`src/rtl/fifo_pattern_loader.sv`:
```
`default_nettype none
// ============================================================================
// Module      : fifo_pattern_loader
// Description : Burst pattern generator. On a rising edge of start it writes
//               burst_len words into a FIFO, following one of four pattern
//               modes (INC, CONST, LFSR, DEC). It then raises a sticky drain
//               enable for the FIFO-to-UART path. The pattern register keeps
//               its value from one burst to the next.
// Revision    : 1.0 - initial release
// ============================================================================
module fifo_pattern_loader #(
  parameter int                    DATA_WIDTH = 8,
  parameter int                    LEN_WIDTH  = 8,
  parameter logic [DATA_WIDTH-1:0] INIT_VALUE = 8'h41,
  parameter logic [DATA_WIDTH-1:0] LFSR_TAPS  = 8'hB8
) (
  input  logic                  clk,
  input  logic                  reset,
  input  logic                  start,
  input  logic                  abort,
  input  logic [1:0]            mode,
  input  logic [DATA_WIDTH-1:0] step,
  input  logic [LEN_WIDTH-1:0]  burst_len,
  input  logic                  seed_load,
  input  logic [DATA_WIDTH-1:0] seed,
  input  logic                  drain_clr,
  input  logic                  fifo_busy,
  input  logic                  fifo_full,
  output logic                  fifo_we,
  output logic [DATA_WIDTH-1:0] fifo_data,
  output logic                  drain_en,
  output logic                  done,
  output logic                  busy,
  output logic [DATA_WIDTH-1:0] value,
  output logic [LEN_WIDTH-1:0]  words_written
);

  // Pattern mode encodings
  localparam logic [1:0] c_MODE_INC   = 2'd0;
  localparam logic [1:0] c_MODE_CONST = 2'd1;
  localparam logic [1:0] c_MODE_LFSR  = 2'd2;
  localparam logic [1:0] c_MODE_DEC   = 2'd3;

  // An LFSR stuck at zero would never leave zero, so it is restarted at one
  localparam logic [DATA_WIDTH-1:0] c_LFSR_RESTART = {{(DATA_WIDTH-1){1'b0}}, 1'b1};
  localparam logic [LEN_WIDTH-1:0]  c_LEN_ONE      = {{(LEN_WIDTH-1){1'b0}}, 1'b1};

  typedef enum logic [2:0] {
    S_IDLE    = 3'd0,
    S_WAIT    = 3'd1,
    S_WRITE   = 3'd2,
    S_ADVANCE = 3'd3,
    S_DONE    = 3'd4,
    S_REARM   = 3'd5
  } state_t;

  state_t                state_q,     state_d;
  logic                  start_q,     start_d;
  logic [LEN_WIDTH-1:0]  len_q,       len_d;
  logic [1:0]            mode_q,      mode_d;
  logic [DATA_WIDTH-1:0] step_q,      step_d;
  logic [DATA_WIDTH-1:0] value_q,     value_d;
  logic [LEN_WIDTH-1:0]  words_q,     words_d;
  logic                  fifo_we_q,   fifo_we_d;
  logic [DATA_WIDTH-1:0] fifo_data_q, fifo_data_d;
  logic                  drain_en_q,  drain_en_d;
  logic                  done_q,      done_d;

  logic                  start_edge;
  logic                  stalled;
  logic [LEN_WIDTH-1:0]  words_inc;
  logic [DATA_WIDTH-1:0] lfsr_next;
  logic [DATA_WIDTH-1:0] pattern_next;

  // Pattern arithmetic for the word just written, selected by the latched mode
  always_comb begin
    start_edge = start & ~start_q;
    stalled    = fifo_busy | fifo_full;
    words_inc  = words_q + c_LEN_ONE;
    lfsr_next  = {value_q[DATA_WIDTH-2:0], 1'b0} ^
                 (value_q[DATA_WIDTH-1] ? LFSR_TAPS : {DATA_WIDTH{1'b0}});
    pattern_next = value_q;
    case (mode_q)
      c_MODE_INC:   pattern_next = value_q + step_q;
      c_MODE_CONST: pattern_next = value_q;
      c_MODE_LFSR:  pattern_next = lfsr_next;
      c_MODE_DEC:   pattern_next = value_q - step_q;
      default:      pattern_next = value_q;
    endcase
  end

  // Next-state logic and burst bookkeeping
  always_comb begin
    state_d = state_q;
    start_d = start;
    len_d   = len_q;
    mode_d  = mode_q;
    step_d  = step_q;
    value_d = value_q;
    words_d = words_q;

    case (state_q)
      S_IDLE: begin
        if (seed_load) begin
          // Seeding wins over a coincident start edge; that edge is lost
          value_d = seed;
        end else if (start_edge) begin
          len_d   = burst_len;
          mode_d  = mode;
          step_d  = step;
          words_d = '0;
          if ((mode == c_MODE_LFSR) && (value_q == '0)) begin
            value_d = c_LFSR_RESTART;
          end
          state_d = (burst_len == '0) ? S_DONE : S_WAIT;
        end
      end
      S_WAIT: begin
        if (!stalled) begin
          state_d = S_WRITE;
        end
      end
      S_WRITE: begin
        state_d = S_ADVANCE;
      end
      S_ADVANCE: begin
        words_d = words_inc;
        value_d = pattern_next;
        state_d = (words_inc == len_q) ? S_DONE : S_WAIT;
      end
      S_DONE: begin
        state_d = S_REARM;
      end
      S_REARM: begin
        // Hold here until the button is released: one burst per press
        if (!start) begin
          state_d = S_IDLE;
        end
      end
      default: begin
        state_d = S_IDLE;
      end
    endcase

    // Abort freezes the counters where they are and drops straight to IDLE
    if (abort && (state_q != S_IDLE)) begin
      state_d = S_IDLE;
      value_d = value_q;
      words_d = words_q;
    end
  end

  // Registered outputs, derived from the state being entered
  always_comb begin
    fifo_we_d   = (state_d == S_WRITE);
    fifo_data_d = (state_d == S_WRITE) ? value_q : fifo_data_q;
    done_d      = (state_d == S_DONE) && (state_q != S_DONE);
    drain_en_d  = drain_en_q;
    if ((state_q == S_DONE) && !abort) begin
      drain_en_d = 1'b1;
    end else if (drain_clr) begin
      drain_en_d = 1'b0;
    end
  end

  // State and data registers with asynchronous active-low reset
  always_ff @(posedge clk or negedge reset) begin
    if (!reset) begin
      state_q     <= S_IDLE;
      start_q     <= 1'b0;
      len_q       <= '0;
      mode_q      <= c_MODE_INC;
      step_q      <= '0;
      value_q     <= INIT_VALUE;
      words_q     <= '0;
      fifo_we_q   <= 1'b0;
      fifo_data_q <= '0;
      drain_en_q  <= 1'b0;
      done_q      <= 1'b0;
    end else begin
      state_q     <= state_d;
      start_q     <= start_d;
      len_q       <= len_d;
      mode_q      <= mode_d;
      step_q      <= step_d;
      value_q     <= value_d;
      words_q     <= words_d;
      fifo_we_q   <= fifo_we_d;
      fifo_data_q <= fifo_data_d;
      drain_en_q  <= drain_en_d;
      done_q      <= done_d;
    end
  end

  assign fifo_we       = fifo_we_q;
  assign fifo_data     = fifo_data_q;
  assign drain_en      = drain_en_q;
  assign done          = done_q;
  assign busy          = (state_q != S_IDLE);
  assign value         = value_q;
  assign words_written = words_q;

endmodule
`default_nettype wire

```
`config.mk`:
```
export PLATFORM = sky130hd
export DESIGN_NAME = fifo_pattern_loader
export DESIGN_NICKNAME = d
export VERILOG_FILES = /design/src/rtl/fifo_pattern_loader.sv
export SDC_FILE = /design/constraint.sdc
export NUM_CORES = 1
export LEC_CHECK = 0
export ABC_AREA = 0
export CORE_ASPECT_RATIO = 0.75
export CORE_MARGIN = 2
export CORE_UTILIZATION = 53
export CTS_BUF_LIST = sky130_fd_sc_hd__clkbuf_4 sky130_fd_sc_hd__clkbuf_8
export DETAILED_ROUTE_END_ITERATION = 8
export HOLD_SLACK_MARGIN = 0.03
export PLACE_DENSITY_LB_ADDON = 0.15
export REMOVE_ABC_BUFFERS = 1
export SLEW_MARGIN = 20
export SYNTH_ARGS = -nofsm -noshare
export SYNTH_HDL_FRONTEND = slang
export SYNTH_SLANG_ARGS = --single-unit
```
`constraint.sdc`:
```
create_clock -name clk -period 2.8 [get_ports clk]
set_clock_uncertainty 0.2 [all_clocks]
set_input_delay 0.42 -clock clk [delete_from_list [all_inputs] [get_ports clk]]
set_output_delay 0.42 -clock clk [all_outputs]
set_load 0.02 [all_outputs]
```
== Yosys cells after proc, flatten, opt, wreduce, memory -nomap -nowiden ==
Index checks and enable logic that the tools add are counted.
Widths: inputs -> output; s select.
Word-level totals
  register bits: 49
  bits of input ports: 34
  output and inout port bits: 28
  logic and storage cells: 72
Cells by class
  add/sub/neg operators: 3
  eq/ne operators: 18
  muxes and demuxes: 19
  bitwise operators: 6
  reduce and logical (&&, ||, !) cells: 15
Operators by type and width (number)
  $mux 8: 6
  $pmux 8 s2: 2
  $pmux 8 s3: 1
  $mux 3: 7
  $pmux 3 s6: 1
  $logic_not 8->1: 2
  $eq 3x2->1 const B: 3
  $eq 3x3->1 const B: 3
  $ne 3x3->1 const B: 3
  $add 8x1->8 const B: 1
  $add 8x8->8: 1
  $eq 8x8->1: 1
  $sub 8x8->8: 1
  $xor 8x8->8: 1
  $eq 2x2->1 const B: 3
  $ne 2x2->1 const B: 3
  $reduce_and 5->1: 1
  $logic_and 1x1->1: 4
  $reduce_and 4->1: 1
  $reduce_bool 2->1: 2
  $eq 3x1->1 const B: 1
  $logic_not 3->1: 1
  $not 1->1: 3
  $reduce_and 3->1: 1
  7 further kinds: 8

== Longest topological paths before layout ==
  depth in word-level cells: 8
  gate-level depth with buffers: 11
  mapped depth without buffers: 11

== Worst setup path before layout ==
Ideal clock, no wire load.
  path type: reg2reg
  start: register step_q[0]
  end: register value_q[5], in the netlist value[5]
  setup time: 0.126 ns
  data arrival time: 2.188 ns
  required time: 2.474 ns
  setup slack: 0.287 ns
  cell stages (with the launch flop): 11
  buffers on the path: 0
  clock period less this slack: 2.513 ns
  path through: dfrtp_1 > inv_1 > ha_1 > mux2i_1 > ha_1 > nor2b_1 > o21ai_0 > a21oi_1 > or3_1 > a311oi_1 > o31ai_1
On the way
  cells in the longest elaborated chain, start to end: 3
  elaborated cells between the ends (all ways): 4
  those cells by class: add/sub (2); mux (2)
RTL lines
  start, declared: line 61  | logic [DATA_WIDTH-1:0] step_q, step_d;
  start signal, assigned: line 185  | step_q <= step_d;
  $sub 8x8->8 / $add 8x8->8 (equally long branches): line 87, 84
  $pmux 8 s3 *: line 83  | case (mode_q)
  $pmux 8 s2 *: line 102  | case (state_q)
  end signal, assigned: line 186  | value_q <= value_d;
  end, declared: line 62  | logic [DATA_WIDTH-1:0] value_q, value_d;
Every way passes the cells marked *; elsewhere a longest branch is shown, timed or not.
A chain may end at the register's enable or synchronous reset.

== Worst setup path after layout ==
  start: register step_q[2]
  end: register value_q[5], in the netlist value[5]
Same word-level chain as after synthesis.

==> impl_results.md <==
* Syn Area/Cell at around 8.4 um^2
* Most common flop cell mapped by yosys: dfrtp_1
* Synth area leaders: dfrtp_1 39%, nand2_1 11%, ha_1 4.1%
* Nets at ~480
* Critical path buffers and inverters at 0
* Pre-CTS setup slack at around 0.048 ns
* Mapped Area at a little over 0.003 mm^2
* Height of the die at slightly below 70 um
* Critical Path Slowest Stage Cell: dfrtp_1
* Setup crit start kind: flip-flop
* CTS Root Cell: clkbuf_8
* CTS tree: built
* R2r endpoint: value[5]$_DFFE_PN0P_
* Slew headroom at 0.256
* CTS clk-pin slew, worst paths at 0.10 ns
* Worst min path class: input pin to asynchronous set/reset pin
* Synth Area in Adders at 0.0480
* #FFs+latches synth at 49
* Post-synthesis mux area share at 0.0211
* Max clock buf depth at 2
* Status: finished clean
* GRT Total Usage at 0.257
* Post-DP HPWL at between 5000 and 6000 um
* Number of synthesis warnings at 0
* Antenna violations before repair at 0
* Via count at a little under 3,000
* Vias per Instance at between 5 and 6
* Routed length per instance at between 15 and 20 um
* Max-cap violation count at 0
* Final instance area at between 0.003 and 0.004 mm^2
* CP required at about 2.8 ns
* Area leader, netlist: dfrtp_1
* P&R area growth vs syn at 31.6%
* Die area at 0.00633 mm^2
* Largest net degree at the start of global routing at 50
* Critical path arrival at 2.71 ns
* Max Slew Vio Count at 0
* FP Rows at 23
* Crit Path Category: flip-flop to flip-flop
* Die width at 91.2 um
* Share of cells above drive strength 1 at 0.114
* Fin. Hold Viols at 0
* Worst r2r src: step_q[2]$_DFFE_PN0P_
* ANT cells at 0
* Hold_ws at between 0.004 and 0.005 ns
* Residual DRC at 0
* Clock Sinks at between 40 and 50
* Number of synthesized flops with an enable pin at 0
* Fin crit share at 0.984
* Final setup viols at 0
* Total gr overflow at 0
* Core Area at approximately 0.0054 mm^2
* DRT antenna net count at 0
* Post-Syn Instances at ~360
* Commonest non-fill, non-tap cell in the layout: nand2_1
* Initial DRT Pass Iterations at 5
* Period minus WS final at approximately 2.8 ns
* Compound-gate portion of the synthesized area at 0.163
* Post-Synth Simple-Gate Area at 0.255
* Max incr delay on CP at 0.42 ns
* Max FO, Critical Path at 4
* Most frequent cells in the layout: 90 x nand2_1, 60 x clkdlybuf4s50_1, 47 x dfrtp_1, 25 x nand3_1, 21 x o21ai_0
* Fill count at 417
* Crit path max-delay family: simple AND/OR/NAND/NOR gates
* Synth top area share at 0.389
* Final WL at around 8000 um
* Global-route wire length before repair at between 10,000 and 15,000 um
* Ys async rst share at 1.00
* Placed cell areas at between 0.003 and 0.004 mm^2
* Max Clk Rate at around 0.36 GHz
* Peak VDD IR at 531 uV
* Actual slew at the worst max-slew pin at about 1.1 ns
* Cell Chain, Critical Path: or3_4 -> nand2_1 -> xor2_1 -> ha_1 -> o21ai_1 -> a21oi_1 -> or3_1 -> a311oi_2 -> o31ai_1
* CTS Buf Count at 5
* 1st-iter DRT viols at 200
* CP endpoint kind: flip-flop
* Vias in the first global route at about 2,800
* Power Density at 1080 mW/mm^2
* Final Worst Setup Slack at approximately 0.045 ns
* Routability cong. at a little over 0.9
* I/O Buffers at ~60
* H-tree Lvls at 2
* XOR/XNOR Fraction of Synth Area at 0.0638
* Largest family of logic cells by synthesized area: simple AND/OR/NAND/NOR gates
* Initial Util at 0.559
* Worst skew pair latency at 0.31 ns
* R2R depth at 9
* Ports at between 60 and 70
* Seq/Total Area, Yosys at 0.407
* Worst reg2reg setup slack at around 0.045 ns
* Leak at 1.76 nW
* Synth unique cells at between 50 and 60
## sequential cells by signal, summed over array words and instances (netlist names)
register,cells
fifo_data,8
len_q,8
step_q,8
value,8
words_written,8
state_q,3
mode_q,2
done,1
drain_en,1
fifo_we,1
start_q,1
## worst register-to-register path, cell delays in order (launching register included)
cell	delay, ns
dfrtp_1	0.42
or3_4	0.43
nand2_1	0.13
xor2_1	0.19
ha_1	0.32
o21ai_1	0.15
a21oi_1	0.08
or3_1	0.34
a311oi_2	0.28
o31ai_1	0.10
## cell usage after synthesis, types with 3 or more instances
cell,n
a211oi_1,4
a21oi_1,13
a31oi_1,8
and3_1,3
buf_2,3
buf_6,3
clkbuf_1,10
dfrtp_1,47
ha_1,10
inv_1,10
mux2i_1,3
nand2_1,90
nand2b_1,9
nand3_1,25
nor2_1,16
nor2b_1,5
nor3_1,5
o21ai_0,25
o31ai_1,4
o41ai_1,3
or3_1,4
xnor2_1,11
xor2_1,11
## per-layer routing
layer | vias up | part of all wire | GRT usage
met5 | - | 0 | 0
met3 | 13 | 0.067 | 0.0511
met2 | 112 | 0.46 | 0.393
met1 | 1396 | 0.46 | 0.374
met4 | 0 | 0.014 | 0.0673
li1 | 1386 | - | -
## worst max path at each step
stage,from,to,cells after the start
finish,step_q[2]$_DFFE_PN0P_,value[5]$_DFFE_PN0P_,9
global route,step_q[1]$_DFFE_PN0P_,value[6]$_DFFE_PN1P_,11
CTS,step_q[0]$_DFFE_PN0P_,value[6]$_DFFE_PN1P_,10
detailed placement,step_q[0]$_DFFE_PN0P_,value[5]$_DFFE_PN0P_,10
global placement,step_q[0]$_DFFE_PN0P_,value[5]$_DFFE_PN0P_,10
floorplan,state_q[1]$_DFF_PN0_,fifo_data[0]$_DFFE_PN0N_,6
## final cells by class
| type | count | area [um^2] | area share |
|---|---|---|---|
| multi-input combinational | 283 | 1730 | 0.435 |
| tap | 75 | 93.8 | 0.0236 |
| sequential | 49 | 1230 | 0.309 |
| clock inverter | 3 | 65.1 | 0.0164 |
| inverter | 11 | 41.3 | 0.0104 |
| timing repair buffer | 80 | 748 | 0.188 |
| clock buffer | 5 | 68.8 | 0.0173 |
## kinds of logic after synthesis
kind of cell | after synthesis
mux | 6
simple gates | 168
compound gates | 76
xor+xnor | 22
buf+inv | 27
flops | 49
fa+ha+maj | 11
## stage by stage
stage | util | setup TNS (ns) | std cells | power, W
after floorplan | - | 0 | 343 | 0.00268
after global placement | 0.694 | 0 | 495 | 0.00334
after detailed placement | 0.694 | 0 | 495 | 0.00343
after CTS | 0.719 | 0 | 503 | 0.00404
after global routing | 0.735 | -0.293 | 506 | 0.00465
final | 0.735 | 0 | 506 | 0.00431
## timing repair
item                                    CTS  global route
resized for setup                         0            16
hold buffers                              0             0
buffers inserted                          0             3
endpoints found under the setup margin    0             3
## report_power, final
group | internal [W] | total (W) | switching [W]
clock | 0.000355 | 0.000603 | 0.000248
combinational | 0.00117 | 0.00248 | 0.00131
sequential | 0.000954 | 0.00122 | 0.000271
No activity file was read; power rests on OpenSTA's default activity.
